$ cat config.mk
export PLATFORM = sky130hd
export DESIGN_NAME = my_sub_serial
export DESIGN_NICKNAME = d
export VERILOG_FILES = /design/src/rtl/my_sub_serial.sv
export SDC_FILE = /design/constraint.sdc
export NUM_CORES = 1
export LEC_CHECK = 0
export CORE_AREA = 5 5 68 70
export CTS_CLUSTER_DIAMETER = 200
export DETAILED_ROUTE_END_ITERATION = 12
export DIE_AREA = 0 0 73 75
export SLEW_MARGIN = 5
export SYNTH_ARGS = -nofsm -noshare
export SYNTH_HDL_FRONTEND = slang
export SYNTH_SLANG_ARGS = --single-unit
$ cat constraint.sdc
create_clock -name clk -period 2.1 [get_ports clk]
set_input_delay 0.42 -clock clk [delete_from_list [all_inputs] [get_ports clk]]
set_output_delay 0.42 -clock clk [all_outputs]
set_load 0.02 [all_outputs]
$ cat src/rtl/my_sub_serial.sv
// my_sub_serial: bit-serial subtractor computing A - B, one bit per clock, LSB first.
// The difference is formed as A + ~B + 1: the carry register is seeded with 1 and
// every SHIFT cycle adds one bit of A to the inverted bit of B.
//
// Ports:
//   clk        - sole clock, rising edge
//   rst        - synchronous active-high reset
//   start      - request to compute A - B (accepted only in IDLE)
//   A, B       - LENGTH-bit minuend / subtrahend
//   busy       - high exactly while in SHIFT
//   done       - one-cycle completion pulse (high exactly while in DONE)
//   Result     - difference sign-extended from bit LENGTH-1 to 8 bits
//   f_carry    - carry out of bit LENGTH-1 (1 = no borrow)
//   f_overflow - signed overflow (carry into MSB xor carry out of MSB)
//   f_negativo - Result[LENGTH-1]
//   f_zero     - Result is all zero
module my_sub_serial #(
  parameter int unsigned LENGTH = 5
) (
  input  logic              clk,
  input  logic              rst,
  input  logic              start,
  input  logic [LENGTH-1:0] A,
  input  logic [LENGTH-1:0] B,
  output logic              busy,
  output logic              done,
  output logic [7:0]        Result,
  output logic              f_carry,
  output logic              f_overflow,
  output logic              f_negativo,
  output logic              f_zero
);

  localparam logic [1:0] IDLE  = 2'd0;
  localparam logic [1:0] SHIFT = 2'd1;
  localparam logic [1:0] DONE  = 2'd2;

  localparam logic [2:0] LastBit = 3'(LENGTH - 1);

  logic [1:0]        state_q, state_d;
  // a_q doubles as the result register: each cycle consumes a_q[0] and the new
  // sum bit enters at the MSB, so after LENGTH shifts it holds the difference.
  logic [LENGTH-1:0] a_q, a_d;
  logic [LENGTH-1:0] b_q, b_d;
  logic              carry_q, carry_d;
  logic [2:0]        cnt_q, cnt_d;
  logic [7:0]        result_q, result_d;
  logic              carry_flag_q, carry_flag_d;
  logic              ovf_q, ovf_d;
  logic              neg_q, neg_d;
  logic              zero_q, zero_d;

  logic              a_bit;
  logic              nb_bit;
  logic              sum_bit;
  logic              carry_out;
  logic [LENGTH-1:0] diff;
  logic [7:0]        diff_ext;

  // One full-adder slice on the current bit pair.
  always_comb begin
    a_bit     = a_q[0];
    nb_bit    = ~b_q[0];
    sum_bit   = a_bit ^ nb_bit ^ carry_q;
    carry_out = (a_bit & nb_bit) | (a_bit & carry_q) | (nb_bit & carry_q);
    diff      = {sum_bit, a_q[LENGTH-1:1]};
  end

  // Sign extension written as a loop so LENGTH = 8 needs no zero-width replication.
  always_comb begin
    diff_ext = '0;
    for (int i = 0; i < 8; i++) begin
      int idx;
      idx = (i < int'(LENGTH)) ? i : int'(LENGTH) - 1;
      diff_ext[i] = diff[idx];
    end
  end

  always_comb begin
    state_d      = state_q;
    a_d          = a_q;
    b_d          = b_q;
    carry_d      = carry_q;
    cnt_d        = cnt_q;
    result_d     = result_q;
    carry_flag_d = carry_flag_q;
    ovf_d        = ovf_q;
    neg_d        = neg_q;
    zero_d       = zero_q;
    case (state_q)
      IDLE: begin
        if (start) begin
          a_d     = A;
          b_d     = B;
          carry_d = 1'b1;
          cnt_d   = '0;
          state_d = SHIFT;
        end
      end
      SHIFT: begin
        a_d     = diff;
        b_d     = b_q >> 1;
        carry_d = carry_out;
        cnt_d   = cnt_q + 3'd1;
        if (cnt_q == LastBit) begin
          state_d      = DONE;
          result_d     = diff_ext;
          carry_flag_d = carry_out;
          // carry_q here is the carry into the MSB.
          ovf_d        = carry_q ^ carry_out;
          neg_d        = sum_bit;
          zero_d       = (diff_ext == 8'h00);
        end
      end
      DONE: begin
        state_d = IDLE;
      end
      default: begin
        state_d = IDLE;
      end
    endcase
  end

  always_ff @(posedge clk) begin
    if (rst) begin
      state_q      <= IDLE;
      a_q          <= '0;
      b_q          <= '0;
      carry_q      <= 1'b0;
      cnt_q        <= '0;
      result_q     <= '0;
      carry_flag_q <= 1'b0;
      ovf_q        <= 1'b0;
      neg_q        <= 1'b0;
      zero_q       <= 1'b0;
    end else begin
      state_q      <= state_d;
      a_q          <= a_d;
      b_q          <= b_d;
      carry_q      <= carry_d;
      cnt_q        <= cnt_d;
      result_q     <= result_d;
      carry_flag_q <= carry_flag_d;
      ovf_q        <= ovf_d;
      neg_q        <= neg_d;
      zero_q       <= zero_d;
    end
  end

  assign busy       = (state_q == SHIFT);
  assign done       = (state_q == DONE);
  assign Result     = result_q;
  assign f_carry    = carry_flag_q;
  assign f_overflow = ovf_q;
  assign f_negativo = neg_q;
  assign f_zero     = zero_q;

endmodule

==> metrics.yaml, run 1 <==
cells_and_area:
  multi_input_comb_area_um2: 553.0
  nets: 167
  final_util_pct: 38.33
  area_growth_pct: 31.04
  regArea_um2: 480.5
  drive_gt1_share_pct: 10.67
  fill_cells: 411
  antenna_cells: 0
routing:
  wl_per_cell_um: 11.82
  final_antenna_net_count: 0
  drc: 0
  drtPass1Iterations: 4
  routed_wl_mm: 2.364
  drtIter0Drc: 39
  vias: 908
  avgViaCountPerCell: 4.540
yosys:
  synth_xor_xnor_area_share_pct: 0.7650
  syn-num-nets: 143
  synth_simple_gate_area_share_pct: 25.03
  netlist_area_mm2: 0.001145
  ys_types: 31
  synth_compound_area_share_pct: 17.70
  yosys_warnings: 0
  muxShareOfSynthArea_pct: 0.8743
  ys_seq_elements: 24
  post_synth_fa_ha_maj_area_fraction_pct: 3.934
  synth_cells: 127
  synth_top_family_by_area: "simple AND/OR/NAND/NOR gates"
  ys_seq_area_share_pct: 41.97
  avgSynthCellArea_um2: 9.015
critical_path:
  rrSetupSlack_ps: 700
  rr_worst_depth: 4
  critPathRequiredTime_ps: 1680
  arrival_ps: 1500
  worstSetupPathType: "register to output pin"
  start_kind: "register"
  crit_fanout: 14
  cp-end-kind: "output pin"
  rr_endpoint: "a_q[4]"
  r2r_start: "state_q[1]"
global_route:
  grt_max_degree: 25
  grt_pass1_vias: 922
  gr-usage-all-layers_pct: 9.307
  grt_pass1_wl_mm: 4.002
  grt_overflow: 0
  antenna_found_initial: 0
hold_path:
  hold_depth: 2
  hold_class: "register to register"
  hp-start: "Result[1]"
  whs_endpoint: "Result[1]"
floorplan:
  die_w_um: 73
  die_h_um: 75
  initial_utilization_pct: 29.25
  core_area_mm2: 0.003914
  ios: 27
  num_rows: 23
  fp.dieArea_mm2: 0.005475
timing:
  layout_min_cycle_time_ps: 1922
  tightestPinTransition_ps: 328.9
  rsz0062_at_grt: "false"
  fin_setup_tns_ps: 0
  setup_viol: 0
  drv_slew: 0
  timing.final.crit_share_pct: 91.51
  fmax_mhz: 520.4
  hold_viol: 0
  setup_slack_ps: 178.3
  max-slew-margin-rel_pct: 77.96
  fin_skew_ps: 3.893
clock_network:
  clock_latency_ps: 270
  cts_setup_buffers: 0
  h-tree-depth: 1
  cts_tree: "yes"
  cts_resized: 0
  path_clk_slew_ps: 90
  cts_sinks: 24
  cts_buffers: 3
  cts-hold-fix-buffers: 0
  clock_path_buffers: 2
  cts-root-buf: "clkbuf_8"
place:
  globalplace.congestion: 0.7854
  numPortBuffers: 26
  hpwl_mm: 1.771
  dpl_worst_slack_ps: 206.1
pwr:
  vdd_drop_max_mv: 0.3236
  p_per_area_mw_per_mm2: 704.7
  p_leak_uw: 0.0005398
flow_run:
  drv_cap: 0
outcome:
  status: "finished, final reports clean"
-- how the worst max path moves through the flow --
| stage | from | endpoint | slack [ps] |
|---|---|---|---|
| after floorplan | state_q[1] | done | 810 |
| after global placement | start | a_q[4] | 290 |
| after detailed placement | start | a_q[4] | 210 |
| after CTS | state_q[0] | done | 170 |
| after global routing | state_q[0] | done | 90 |
| final | state_q[0] | done | 180 |
-- state kept, by name, indices dropped and copies added (netlist names) --
register / flops
state_q: 2
f_zero: 1
a_q: 5
f_overflow: 1
cnt_q: 3
b_q: 5
Result: 5
carry_q: 1
f_carry: 1
-- critical path: stages, from the launching register on --
cell and delay [ps]:
dfxtp_1 330, buf_4 180, nor2b_1 120, clkdlybuf4s50_1 620
-- logic make-up after synthesis --
logic type | Yosys count
AOI/OAI and AO/OA | 27
xor gates and xnor gates | 1
adders and majority gates | 3
buffers and inverters | 17
DFF | 24
muxes | 1
and+or+nand+nor | 54
-- cells in the mapped netlist --
master	n	share of area (%)
nor4_1	1	0.55
ha_1	2	2.2
fa_1	1	1.7
nand2_1	11	3.6
a2111oi_2	1	1.3
a311oi_2	1	1.3
o21bai_2	1	0.98
clkbuf_1	2	0.66
buf_6	3	3.0
xnor2_1	1	0.77
a21oi_1	14	6.1
buf_4	6	3.9
and4b_1	1	0.87
nor2_1	15	4.9
a311oi_1	1	0.77
nand4b_1	1	0.77
nand3_1	1	0.44
mux2i_1	1	0.87
a32oi_1	1	0.77
a221oi_1	1	0.77
a211oi_2	2	2.2
inv_1	4	1.3
a22oi_1	1	0.66
or3b_1	7	5.4
nand2b_1	8	4.4
o21ba_2	1	0.87
nor2b_1	2	1.1
a211oi_1	3	2.0
dfxtp_1	24	42
nor3_1	7	3.1
buf_2	2	0.87
-- layout by cell type (no fill, tap or decap), drive strengths merged, types with 2 or more instances in the layout --
cell / synthesis / final
clkdlybuf4s50: 0 / 26
nand2b: 8 / 8
buf: 11 / 6
a311oi: 2 / 2
nor3: 7 / 7
nor2: 15 / 15
ha: 2 / 2
dfxtp: 24 / 24
inv: 4 / 4
nand2: 11 / 11
nor2b: 2 / 2
or3b: 7 / 7
a21oi: 14 / 14
a211oi: 5 / 5
clkbuf: 2 / 3
-- stage by stage --
stage	instances	total power, uW	instance area (um2)	hold WS (ps)
6_report	200	1057	1500	458.5
3_5_place_dp	196	664.9	1429	447.6
5_1_grt	200	1111	1500	481.6
2_1_floorplan	127	612.9	1145	445.1
3_3_place_gp	196	661.4	1429	443.9
4_1_cts	200	1066	1500	459.8
-- routing by layer --
metal / GRT usage, % / share of wire (%)
met5: 0 / 0
met4: 1.844 / 0.47
met3: 2.937 / 5.2
met2: 15.79 / 45
met1: 11.66 / 49
-- final cells by class --
cell class / instances / share of cell area (%)
multi-input cells: 86 / 36.86
repair buffers: 32 / 21.18
inverters: 4 / 1.001
clock buffers: 3 / 2.752
clock inverters: 1 / 2.002
well taps: 50 / 4.170
flip-flops and latches: 24 / 32.03
-- report_power, final --
group	switching [uW]	internal, uW
combinational	73.6	82.1
sequential	18.1	479
clock	149	255
total	241	816
Power figures use the tool's default switching activity.
==> inputs of run 2 (changes only) <==
--- a/config.mk
+++ b/config.mk
@@ -9,6 +9,7 @@
 export CTS_CLUSTER_DIAMETER = 200
 export DETAILED_ROUTE_END_ITERATION = 12
 export DIE_AREA = 0 0 73 75
+export GPL_TIMING_DRIVEN = 0
 export SLEW_MARGIN = 5
 export SYNTH_ARGS = -nofsm -noshare
 export SYNTH_HDL_FRONTEND = slang
==> metrics.yaml, run 2 (same netlist as run 1, synthesis figures left out) <==
floorplan:
  core_area_mm2: 0.003914
  fp.dieArea_mm2: 0.005475
  die_h_um: 75
  die_w_um: 73
  num_rows: 23
  initial_utilization_pct: 29.25
  ios: 27
routing:
  wl_per_cell_um: 12.43
  final_antenna_net_count: 0
  avgViaCountPerCell: 4.752
  routed_wl_mm: 2.561
  wl_met1_mm: 1.133
  drtIter0Drc: 26
  drtPass1Iterations: 4
  met2_length_mm: 1.258
  drc: 0
  highest_layer: "met4"
  vias: 979
  dr_wl_met3_um: 158
clock_network:
  path_clk_slew_ps: 90
  h-tree-depth: 1
  clock_latency_ps: 270
  cts_sinks: 24
  cts_tree: "yes"
  cts_buffers: 3
  cts_setup_buffers: 0
  cts-root-buf: "clkbuf_8"
  clock_path_buffers: 2
critical_path:
  start_kind: "register"
  crit_fanout: 6
  cp-end-kind: "output pin"
  worstSetupPathType: "register to output pin"
  arrival_ps: 1420
  critPathRequiredTime_ps: 1680
cells_and_area:
  final_common_cell: "dfxtp_1"
  instances_no_fill: 206
  drive_gt1_share_pct: 13.46
  nets: 173
  antenna_cells: 0
  area_growth_pct: 33.99
  mostFrequentLayoutCells: "dfxtp_1 (24), clkdlybuf4s50_1 (23), nor2_1 (15)"
place:
  hpwl_mm: 1.955
  dp_cells: 202
  globalplace.congestion: 0.7977
  numPortBuffers: 25
  dpl_worst_slack_ps: 266.1
timing:
  fin_setup_tns_ps: 0
  drv_slew: 0
  tightestPinTransition_ps: 529.7
  rsz0062_at_grt: "false"
  hold_viol: 0
  setup_viol: 0
  setup_slack_ps: 258.0
  fmax_mhz: 542.9
  fin_skew_ps: 5.317
  timing.final.crit_share_pct: 87.71
  layout_min_cycle_time_ps: 1842
  max-slew-margin-rel_pct: 64.69
global_route:
  gr-usage-all-layers_pct: 9.964
  antenna_found_initial: 0
  grt_pass1_wl_mm: 4.305
  grt_overflow: 0
  grt_max_degree: 15
  grt_pass1_vias: 975
flow_run:
  drv_cap: 0
outcome:
  status: "finished, final reports clean"
hold_path:
  hold_class: "register to register"
pwr:
  p_per_area_mw_per_mm2: 687.7
  p_leak_uw: 0.0005950
  vdd_drop_max_mv: 0.4850
run 2: repair_timing:
item / in CTS / in global routing
endpoints found under the setup margin: 0 / 2
resized for setup: 0 / 2
hold buffers: 0 / 0
run 2: power breakdown:
part | switching [uW] | leakage (uW) | internal (uW)
logic | 76.0 | 0.000363 | 80.4
clock network | 145 | 0.0000357 | 255
registers | 19.1 | 0.000197 | 479
total | 241 | 0.000595 | 814
run 2: worst paths after layout:
kind / slack (ps) / end / start / cells past startpoint
min reg2reg: 460 / f_zero / f_zero / 2
min: 460 / f_zero / f_zero / 2
max: 260 / Result[5] / Result[4] / 2
max reg2reg: 760 / Result[1] / state_q[0] / 4
run 2: critical path, stage by stage (launching register included):
cell and delay, ps:
dfxtp_1 420, buf_4 140, clkdlybuf4s50_1 590
run 2: cell type report:
cell class	count	area, um2
Sequential cell	24	480.5
Tap cell	50	62.56
Multi-Input combinational cell	86	553.0
Fill cell	410	2380
Inverter	4	15.01
Clock inverter	1	30.03
Buffer	13	96.34
Clock buffer	3	41.29
Timing Repair Buffer	25	255.2
run 2: routing by layer:
layer	global-route usage (%)	up-vias
li1	-	491
met1	11.86	463
met2	17.58	23
met3	3.071	2
met4	2.254	0
met5	0	-
run 2: stage by stage:
step | util (%) | cell area (um2) | power (uW) | hold slack [ps]
after global placement | 37.24 | 1458 | 660.9 | 444.3
after floorplan | - | 1145 | 612.9 | 445.1
after global routing | 39.19 | 1534 | 1104 | 479.0
after CTS | 39.07 | 1529 | 1066 | 460.4
final | 39.19 | 1534 | 1055 | 456.4
after detailed placement | 37.24 | 1458 | 667.5 | 448.2
